### src/rtl/muldiv_iter_if.sv
`default_nettype none
// +----------------------------------------------------------------------------+
// | Module   : muldiv_iter_if                                                   |
// | Purpose  : Request/response bundle for the iterative RV32M mul/div unit.    |
// | Revision : 1.0                                                              |
// +----------------------------------------------------------------------------+
interface muldiv_iter_if #(
    parameter int XLEN = 32
);
    logic            start;
    logic [2:0]      funct3;
    logic [XLEN-1:0] rs1_val;
    logic [XLEN-1:0] rs2_val;
    logic            busy;
    logic            done;
    logic [XLEN-1:0] result;

    modport master (
        output start, funct3, rs1_val, rs2_val,
        input  busy, done, result
    );

    modport slave (
        input  start, funct3, rs1_val, rs2_val,
        output busy, done, result
    );
endinterface
`default_nettype wire

### src/rtl/muldiv_iter.sv
`default_nettype none
// +----------------------------------------------------------------------------+
// | Module   : muldiv_iter                                                      |
// | Purpose  : Iterative RV32M multiply/divide, fixed XLEN+1 cycle latency.     |
// | Revision : 1.0                                                              |
// +----------------------------------------------------------------------------+
module muldiv_iter #(
    parameter int XLEN = 32
) (
    input  logic          clk,
    input  logic          rst,
    muldiv_iter_if.slave  bus
);
    localparam int             CW       = $clog2(XLEN) + 1;
    localparam logic [CW-1:0]  CNT_LAST = CW'(XLEN - 1);

    typedef enum logic [1:0] {
        S_IDLE = 2'd0,
        S_CALC = 2'd1,
        S_FIX  = 2'd2,
        S_DONE = 2'd3
    } state_t;

    state_t            r_state;
    logic              r_busy;
    logic              r_done;
    logic [XLEN-1:0]   r_result;
    logic [CW-1:0]     r_cnt;
    logic [2:0]        r_op;
    logic [XLEN-1:0]   r_rs1;
    logic [XLEN-1:0]   r_opa;
    logic [XLEN-1:0]   r_opb;
    logic              r_neg;
    logic              r_neg_rem;
    logic [2*XLEN-1:0] r_prod;
    logic [XLEN-1:0]   r_rem;
    logic [XLEN-1:0]   r_quo;

    logic              w_a_sgn;
    logic              w_b_sgn;
    logic [XLEN-1:0]   w_a_mag;
    logic [XLEN-1:0]   w_b_mag;
    logic [XLEN:0]     w_sum;
    logic [XLEN:0]     w_trial;
    logic              w_ge;
    logic [XLEN-1:0]   w_diff;
    logic [XLEN-1:0]   w_rem_nxt;
    logic [2*XLEN-1:0] w_prod_fix;
    logic [XLEN-1:0]   w_quo_fix;
    logic [XLEN-1:0]   w_rem_fix;
    logic [XLEN-1:0]   w_result;

    // Operand signedness per op; unsigned ops and MUL use raw magnitudes.
    always_comb begin
        w_a_sgn = 1'b0;
        w_b_sgn = 1'b0;
        case (bus.funct3)
            3'b001, 3'b100, 3'b110: begin
                w_a_sgn = bus.rs1_val[XLEN-1];
                w_b_sgn = bus.rs2_val[XLEN-1];
            end
            3'b010:  w_a_sgn = bus.rs1_val[XLEN-1];
            default: ;
        endcase
        w_a_mag = w_a_sgn ? -bus.rs1_val : bus.rs1_val;
        w_b_mag = w_b_sgn ? -bus.rs2_val : bus.rs2_val;
    end

    // Both datapaths step every CALC cycle; FIX picks whichever the op needs.
    always_comb begin
        w_sum     = {1'b0, r_prod[2*XLEN-1:XLEN]} + (r_prod[0] ? {1'b0, r_opa} : '0);
        w_trial   = {r_rem, r_quo[XLEN-1]};
        w_ge      = (w_trial >= {1'b0, r_opb});
        w_diff    = w_trial[XLEN-1:0] - r_opb;
        w_rem_nxt = w_ge ? w_diff : w_trial[XLEN-1:0];
    end

    // A zero divisor magnitude means rs2 was zero; overflow falls out naturally.
    always_comb begin
        w_prod_fix = r_neg     ? -r_prod : r_prod;
        w_quo_fix  = r_neg     ? -r_quo  : r_quo;
        w_rem_fix  = r_neg_rem ? -r_rem  : r_rem;
        w_result   = '0;
        case (r_op)
            3'b000:                 w_result = w_prod_fix[XLEN-1:0];
            3'b001, 3'b010, 3'b011: w_result = w_prod_fix[2*XLEN-1:XLEN];
            3'b100, 3'b101:         w_result = (r_opb == '0) ? '1 : w_quo_fix;
            default:                w_result = (r_opb == '0) ? r_rs1 : w_rem_fix;
        endcase
    end

    always_ff @(posedge clk) begin
        if (!rst) begin
            r_state   <= S_IDLE;
            r_busy    <= 1'b0;
            r_done    <= 1'b0;
            r_result  <= '0;
            r_cnt     <= '0;
            r_op      <= '0;
            r_rs1     <= '0;
            r_opa     <= '0;
            r_opb     <= '0;
            r_neg     <= 1'b0;
            r_neg_rem <= 1'b0;
            r_prod    <= '0;
            r_rem     <= '0;
            r_quo     <= '0;
        end else begin
            r_done <= 1'b0;
            case (r_state)
                S_IDLE: begin
                    if (bus.start) begin
                        r_op      <= bus.funct3;
                        r_rs1     <= bus.rs1_val;
                        r_opa     <= w_a_mag;
                        r_opb     <= w_b_mag;
                        r_neg     <= w_a_sgn ^ w_b_sgn;
                        r_neg_rem <= w_a_sgn;
                        r_prod    <= {{XLEN{1'b0}}, w_b_mag};
                        r_rem     <= '0;
                        r_quo     <= w_a_mag;
                        r_cnt     <= '0;
                        r_busy    <= 1'b1;
                        r_state   <= S_CALC;
                    end
                end
                S_CALC: begin
                    r_prod <= {w_sum, r_prod[XLEN-1:1]};
                    r_rem  <= w_rem_nxt;
                    r_quo  <= {r_quo[XLEN-2:0], w_ge};
                    r_cnt  <= r_cnt + CW'(1);
                    if (r_cnt == CNT_LAST) begin
                        r_state <= S_FIX;
                    end
                end
                S_FIX: begin
                    r_result <= w_result;
                    r_done   <= 1'b1;
                    r_busy   <= 1'b0;
                    r_state  <= S_DONE;
                end
                S_DONE:  r_state <= S_IDLE;
                default: r_state <= S_IDLE;
            endcase
        end
    end

    assign bus.busy   = r_busy;
    assign bus.done   = r_done;
    assign bus.result = r_result;
endmodule
`default_nettype wire
### src/flat_wrapper.sv
// flat-port wrapper written by rule: the top's interface ports become plain ports
module muldiv_iter_flat 
#(
    parameter int XLEN = 32
)
  (clk, rst, bus_start, bus_funct3, bus_rs1_val, bus_rs2_val, bus_busy, bus_done, bus_result);
  muldiv_iter_if #(.XLEN(XLEN)) bus_i ();
  input  logic clk;
  input  logic rst;
  input wire logic [$bits(bus_i.start)-1:0] bus_start;
  input wire logic [$bits(bus_i.funct3)-1:0] bus_funct3;
  input wire logic [$bits(bus_i.rs1_val)-1:0] bus_rs1_val;
  input wire logic [$bits(bus_i.rs2_val)-1:0] bus_rs2_val;
  output wire logic [$bits(bus_i.busy)-1:0] bus_busy;
  output wire logic [$bits(bus_i.done)-1:0] bus_done;
  output wire logic [$bits(bus_i.result)-1:0] bus_result;
  assign bus_i.start = bus_start;
  assign bus_i.funct3 = bus_funct3;
  assign bus_i.rs1_val = bus_rs1_val;
  assign bus_i.rs2_val = bus_rs2_val;
  assign bus_busy = bus_i.busy;
  assign bus_done = bus_i.done;
  assign bus_result = bus_i.result;
  muldiv_iter #(.XLEN(XLEN)) u_core (.clk(clk), .rst(rst), .bus(bus_i));
endmodule
### config.mk
export PLATFORM = sky130hd
export DESIGN_NAME = muldiv_iter_flat
export DESIGN_NICKNAME = d
export VERILOG_FILES = /design/src/rtl/muldiv_iter_if.sv /design/src/rtl/muldiv_iter.sv /design/src/flat_wrapper.sv
export SDC_FILE = /design/constraint.sdc
export NUM_CORES = 1
export LEC_CHECK = 0
export BUFFER_PORTS_ARGS = -buffer_cell sky130_fd_sc_hd__buf_2
export CORE_MARGIN = 2
export CORE_UTILIZATION = 35
export CTS_CLUSTER_DIAMETER = 40
export DETAILED_ROUTE_END_ITERATION = 7
export PLACE_DENSITY_LB_ADDON = 0.25
export SLEW_MARGIN = 20
export SYNTH_ARGS = -nofsm -noshare
export SYNTH_HDL_FRONTEND = slang
export SYNTH_SLANG_ARGS = --single-unit
export TNS_END_PERCENT = 30
### constraint.sdc
create_clock -name clk -period 4.3 [get_ports clk]
set_input_delay 0.43 -clock clk [delete_from_list [all_inputs] [get_ports clk]]
set_output_delay 0.43 -clock clk [all_outputs]
set_load 0.02 [all_outputs]
## Yosys cells after proc, flatten, opt, wreduce, memory -nomap -nowiden

Cells that the tools add are included.

- Flip-flop bits (word level): 271
- Bits of input ports: 70
- Output and inout bits: 34
- Logic and storage cells: 78

- $add $sub $neg: 8
- $lt $le $gt $ge: 1
- Equality and inequality tests: 15
- Muxes and demuxes: 26
- Bitwise gates (word level): 1
- Reductions and logical operators: 13

Operators with widths:

| kind | count |
|---|---|
| $mux 32 | 10 |
| $mux 64 | 2 |
| $neg 32->32 | 4 |
| $pmux 32 s2 | 2 |
| $pmux 64 s2 | 1 |
| $pmux 32 s3 | 1 |
| $neg 64->64 | 1 |
| $add 32x33->33 | 1 |
| $ge 33x32->1 | 1 |
| $logic_not 32->1 | 1 |
| $sub 32x32->32 | 1 |
| $eq 3x3->1 const B | 4 |
| $pmux 6 s2 | 1 |
| $eq 3x2->1 const B | 3 |
| $pmux 2 s4 | 1 |
| $reduce_and 2->1 | 4 |
| $add 6x1->6 const B | 1 |
| $eq 3x1->1 const B | 2 |
| $eq 6x5->1 const B | 1 |
| $mux 6 | 1 |
| $reduce_or 3->1 | 2 |
| $eq 2x2->1 const B | 2 |
| $mux 1 | 4 |
| $mux 2 | 2 |
| other kinds (10) | 11 |

## Longest topological paths before layout

- Depth in word-level cells: 6
- Depth in mapped cells: 15
- Depth with buffers taken out: 13

## Worst setup path before layout

Ideal clock, no wire load.

- Path type: reg2reg
- Start: reg u_core.r_prod[31]
- End: reg u_core.r_result[24] (netlist: u_core.bus.result[24])
- Arrival time: 3,162 ps
- Data required time: 4,181 ps
- Setup slack: 1,019 ps
- Cell stages (with the launch flop): 13
- Path buffers: 4
- Period minus slack after synthesis: 3,281 ps
- Cells stage by stage: dfxtp_1 buf_6 or4_1 buf_2 or4_4 or3_1 buf_2 or3_1 buf_6 o31ai_4 xor2_1 nor2_1 o221a_2

- Cells in the longest elaborated chain, start to end: 3

RTL lines:

| element | RTL line | source |
|---|---|---|
| start: declaration | muldiv_iter.sv:35 | `logic [2*XLEN-1:0] r_prod;` |
| start signal: assignment | muldiv_iter.sv:119 | `r_prod <= {{XLEN{1'b0}}, w_b_mag};` |
| start signal: assignment | muldiv_iter.sv:128 | `r_prod <= {w_sum, r_prod[XLEN-1:1]};` |
| $neg 64->64 | muldiv_iter.sv:80 | `w_prod_fix = r_neg ? -r_prod : r_prod;` |
| $mux 64 | muldiv_iter.sv:80 |  |
| $pmux 32 s3 | muldiv_iter.sv:84 | `case (r_op)` |
| end signal: assignment | muldiv_iter.sv:137 | `r_result <= w_result;` |
| end: declaration | muldiv_iter.sv:27 | `logic [XLEN-1:0] r_result;` |

Every way passes these cells.
A chain may end at the register's enable or synchronous reset.

## Final worst setup path

- Start: reg u_core.r_rem[26]
- End: reg u_core.r_rem[3]

- Cells in the longest elaborated chain, start to end: 3

RTL lines:

| element | RTL line | source |
|---|---|---|
| start: declaration | muldiv_iter.sv:36 | `logic [XLEN-1:0] r_rem;` |
| start signal: assignment | muldiv_iter.sv:129 | `r_rem <= w_rem_nxt;` |
| $ge 33x32->1 | muldiv_iter.sv:73 | `w_ge = (w_trial >= {1'b0, r_opb});` |
| $mux 32 | muldiv_iter.sv:75 | `w_rem_nxt = w_ge ? w_diff : w_trial[XLEN-1:0];` |
| $pmux 32 s2 | muldiv_iter.sv:110 | `case (r_state)` |

Every way passes these cells.

==> run metrics <==
Final Skew=17.0 ps; VDD IR max=0.000384 V; Ys Warns=0; core area=0.0536 mm2; gr ovfl total=0; element type at the critical path end=flip-flop; final setup violating endpoints=0; grt peak-use layer=met2; Slew @ Worst Pin=1010 ps; Mapped Area=0.0189 mm2; Worst-path clk slew=50 ps; EDFF count, synth=0; Register-to-Register Path Depth=11; reg-to-reg endpoint=u_core.r_rem[3]; FF+latch count, synth=270; Post-synth top cells=411 x nand2_1, 270 x dfxtp_1, 258 x o21ai_0; IO buf count=103; Rows=85; die height=236 um; Tcrit/Tclk final=88.8%; syn avg cell area=7.39 um2; Post-synth top flop=dfxtp_1; max incr delay on CP=850 ps; first-pass GRT wire length=111 mm; reg2reg setup slack=480 ps; mux contribution to synthesized area=1.75%; drt wl/cell=21.9 um; Post-synth ARST share=0%; post-synthesis sequential area ratio=28.6%; Detailed Place HPWL=55.1 mm; cell count after synthesis=2558; layout cell share with drive strength beyond 1=11.0%; Fin. Hold Viols=0; die width=236 um; worst path bufs/invs=1; CTS H-Tree Depth=2; Top-Level Pins=104; met3 GRT Util=4.24%; vias in the first global route=18183; Cell variety after synth=72; peak fanout along the critical path=15; Worst Setup SP=u_core.r_rem[26]; largest cells by area after synthesis=dfxtp_1 29%, nand2_1 8.2%, o21ai_0 6.8%, xnor2_1 5.1%, xor2_1 5.1%; adder-cell area share of the yosys netlist=5.04%; reg2reg start=u_core.r_rem[26]; Worst Setup EP=u_core.r_rem[3]; die area=0.0559 mm2; arrival time worst endpoint=4250 ps; Fmax=0.262 GHz; post-synthesis compound-gate area fraction=27.2%; Final #Nets=2740; TNS Setup=0 ps; Slew Limit Fails=0; total chip power=15.1 mW; Initial Util=35.3%; antenna viol nets, final=0; largest net degree at the start of global routing=96; placed inst area=0.0201 mm2; largest family of logic cells by synthesized area=compound AO/OA/AOI/OAI gates; Num CTS Buffers=54; Final WS setup=482 ps; Tmin final=3820 ps; total stage count of the critical path=11; initial DRC count=1642; worst hold path class=in2reg; most frequent cell after synthesis=nand2_1; XOR/XNOR Fraction of Synth Area=10.3%; Net Sw Power=6.81 mW; GR Util met2=39.9%; Top delay family on crit path=simple AND/OR/NAND/NOR gates; P_leak=8.99 nW; Skew-Pair Late Insertion Delay=600 ps; Vias=19223; Slowest cell on crit path=nor4_1; pre-CTS setup slack=544 ps; Routed WL=73.0 mm; synthesis-to-layout area growth=16.6%; DRC=0; Flop pwr share=26.5%; met1 Use GR=35.3%; MaxCap Viol Count=0; RSZ-0062 raised after global routing=false; Clock Tree Buf Depth=3; switch share=45.1%; max_slew headroom=32.2%; Data required, critical path=4730 ps; antenna violations before repair=1; Pwr per Cell Area=684 mW/mm2; CTS sink cnt=270; CTS tree=done; Post-CTS Setup Inserts=0; CTS Hold Bufs=0; post-CTS sizing=0; area leader, netlist=dfxtp_1; root buf cell=clkbuf_16; Worst setup SP type=flip-flop; combinational share of power=44.0%; syn nets=2703; Internal=8.29 mW; Vias/cell=5.76; crit-path cells=ha_1 > and4_1 > and4_1 > nand4_1 > nor4_1 > nor3_1 > o21ai_0 > a21oi_4 > buf_4 > mux2i_1 > o21ai_0; GR Util All Layers=25.5%; drt pass-1 iters=7; run status=finished, final reports clean; Setup CP Type=reg2reg; simple-gate portion of the synthesized area=22.3%; top-area cell type share of the netlist area=28.6%; gpl congestion=0.916; Clock Power Share=29.6%; final instance area=0.0221 mm2
## power groups by stage
| stage | Clock (mW) | Sequential (mW) | Combinational (mW) |
|---|---|---|---|
| after floorplan | 0 | 3.74 | 4.44 |
| after global placement | 0 | 3.99 | 6.47 |
| after detailed placement | 0 | 4.02 | 6.51 |
| after CTS | 4.51 | 3.98 | 6.55 |
| after global routing | 4.64 | 4.07 | 7.23 |
| final | 4.46 | 4.00 | 6.64 |
## kinds of logic after synthesis
logic type,after synthesis
and+or+nand+nor,910
DFF,270
muxes,33
xor gates and xnor gates,222
AOI/OAI and AO/OA,809
buffers and inverters,239
adders and majority gates,75
## worst reg2reg max path, cell delays in order (launching register included)
cell and delay (ps):
dfxtp_1 410, ha_1 440, and4_1 260, and4_1 330
nand4_1 230, nor4_1 850, nor3_1 100, o21ai_0 270
a21oi_4 220, buf_4 270, mux2i_1 180, o21ai_0 100
## layer usage
metal	wire, um	vias up	share of wire, %
li1	-	9239	-
met1	33200	9145	46
met2	32200	714	44
met3	5000	125	6.8
met4	2540	0	3.5
met5	0	-	0
## stage by stage
step / cells / hold slack, ps / util (%)
CTS: 3336 / 78.3 / 41.1
floorplan: 2558 / 432 / -
detailed placement: 3235 / 448 / 37.6
global placement: 3234 / 439 / 37.5
global route: 3336 / 88.8 / 41.1
finish: 3337 / 102 / 41.2
## final cells by class
cell class / count / area, um2
inverter: 67 / 251
sequential: 270 / 5410
clock buffer: 65 / 1480
clock inverter: 36 / 440
multi-input combinational: 2049 / 12700
tap: 696 / 871
timing repair buffer: 153 / 938
antenna: 1 / 2.50
fill: 5557 / 31500
## worst min-delay path by stage
| stage | slack, ps | endpoint | cells after the start | startpoint |
|---|---|---|---|---|
| after global routing | 90 | u_core.r_rs1[5] | 3 | bus_rs1_val[5] |
| after CTS | 80 | u_core.r_rs1[29] | 3 | bus_rs1_val[29] |
| after global placement | 440 | u_core.r_rs1[15] | 2 | u_core.r_rs1[15] |
| after detailed placement | 450 | u_core.r_rs1[15] | 2 | u_core.r_rs1[15] |
| final | 100 | u_core.r_rs1[9] | 3 | bus_rs1_val[9] |
| after floorplan | 430 | u_core.r_opa[22] | 2 | u_core.r_opa[22] |
## registers in the layout, summed over array words and instances (netlist names), 2 cells and up
| register | flops |
|---|---|
| u_core.r_cnt | 6 |
| u_core.r_opa | 32 |
| u_core.r_rem | 32 |
| u_core.bus.result | 32 |
| u_core.r_op | 3 |
| u_core.r_rs1 | 31 |
| u_core.r_state | 2 |
| u_core.r_quo | 32 |
| u_core.r_opb | 32 |
| u_core.r_prod | 64 |
## cell usage in the layout (no fill, tap or decap), types with 27 or more instances in the layout
cell	count
dfxtp_1	269
o211a_1	29
a211oi_1	41
o21ai_0	257
a31oi_1	30
o211ai_1	27
buf_2	102
xor2_1	111
buf_4	48
mux2i_1	32
a21o_1	29
xnor2_1	111
inv_1	66
o31ai_1	47
and2_1	55
nor2b_1	28
nor2_1	176
nor3_1	39
nand3_1	39
clkbuf_16	55
a21boi_0	38
ha_1	71
a21oi_1	182
nand2_1	410
Power figures use the tool's default switching activity.
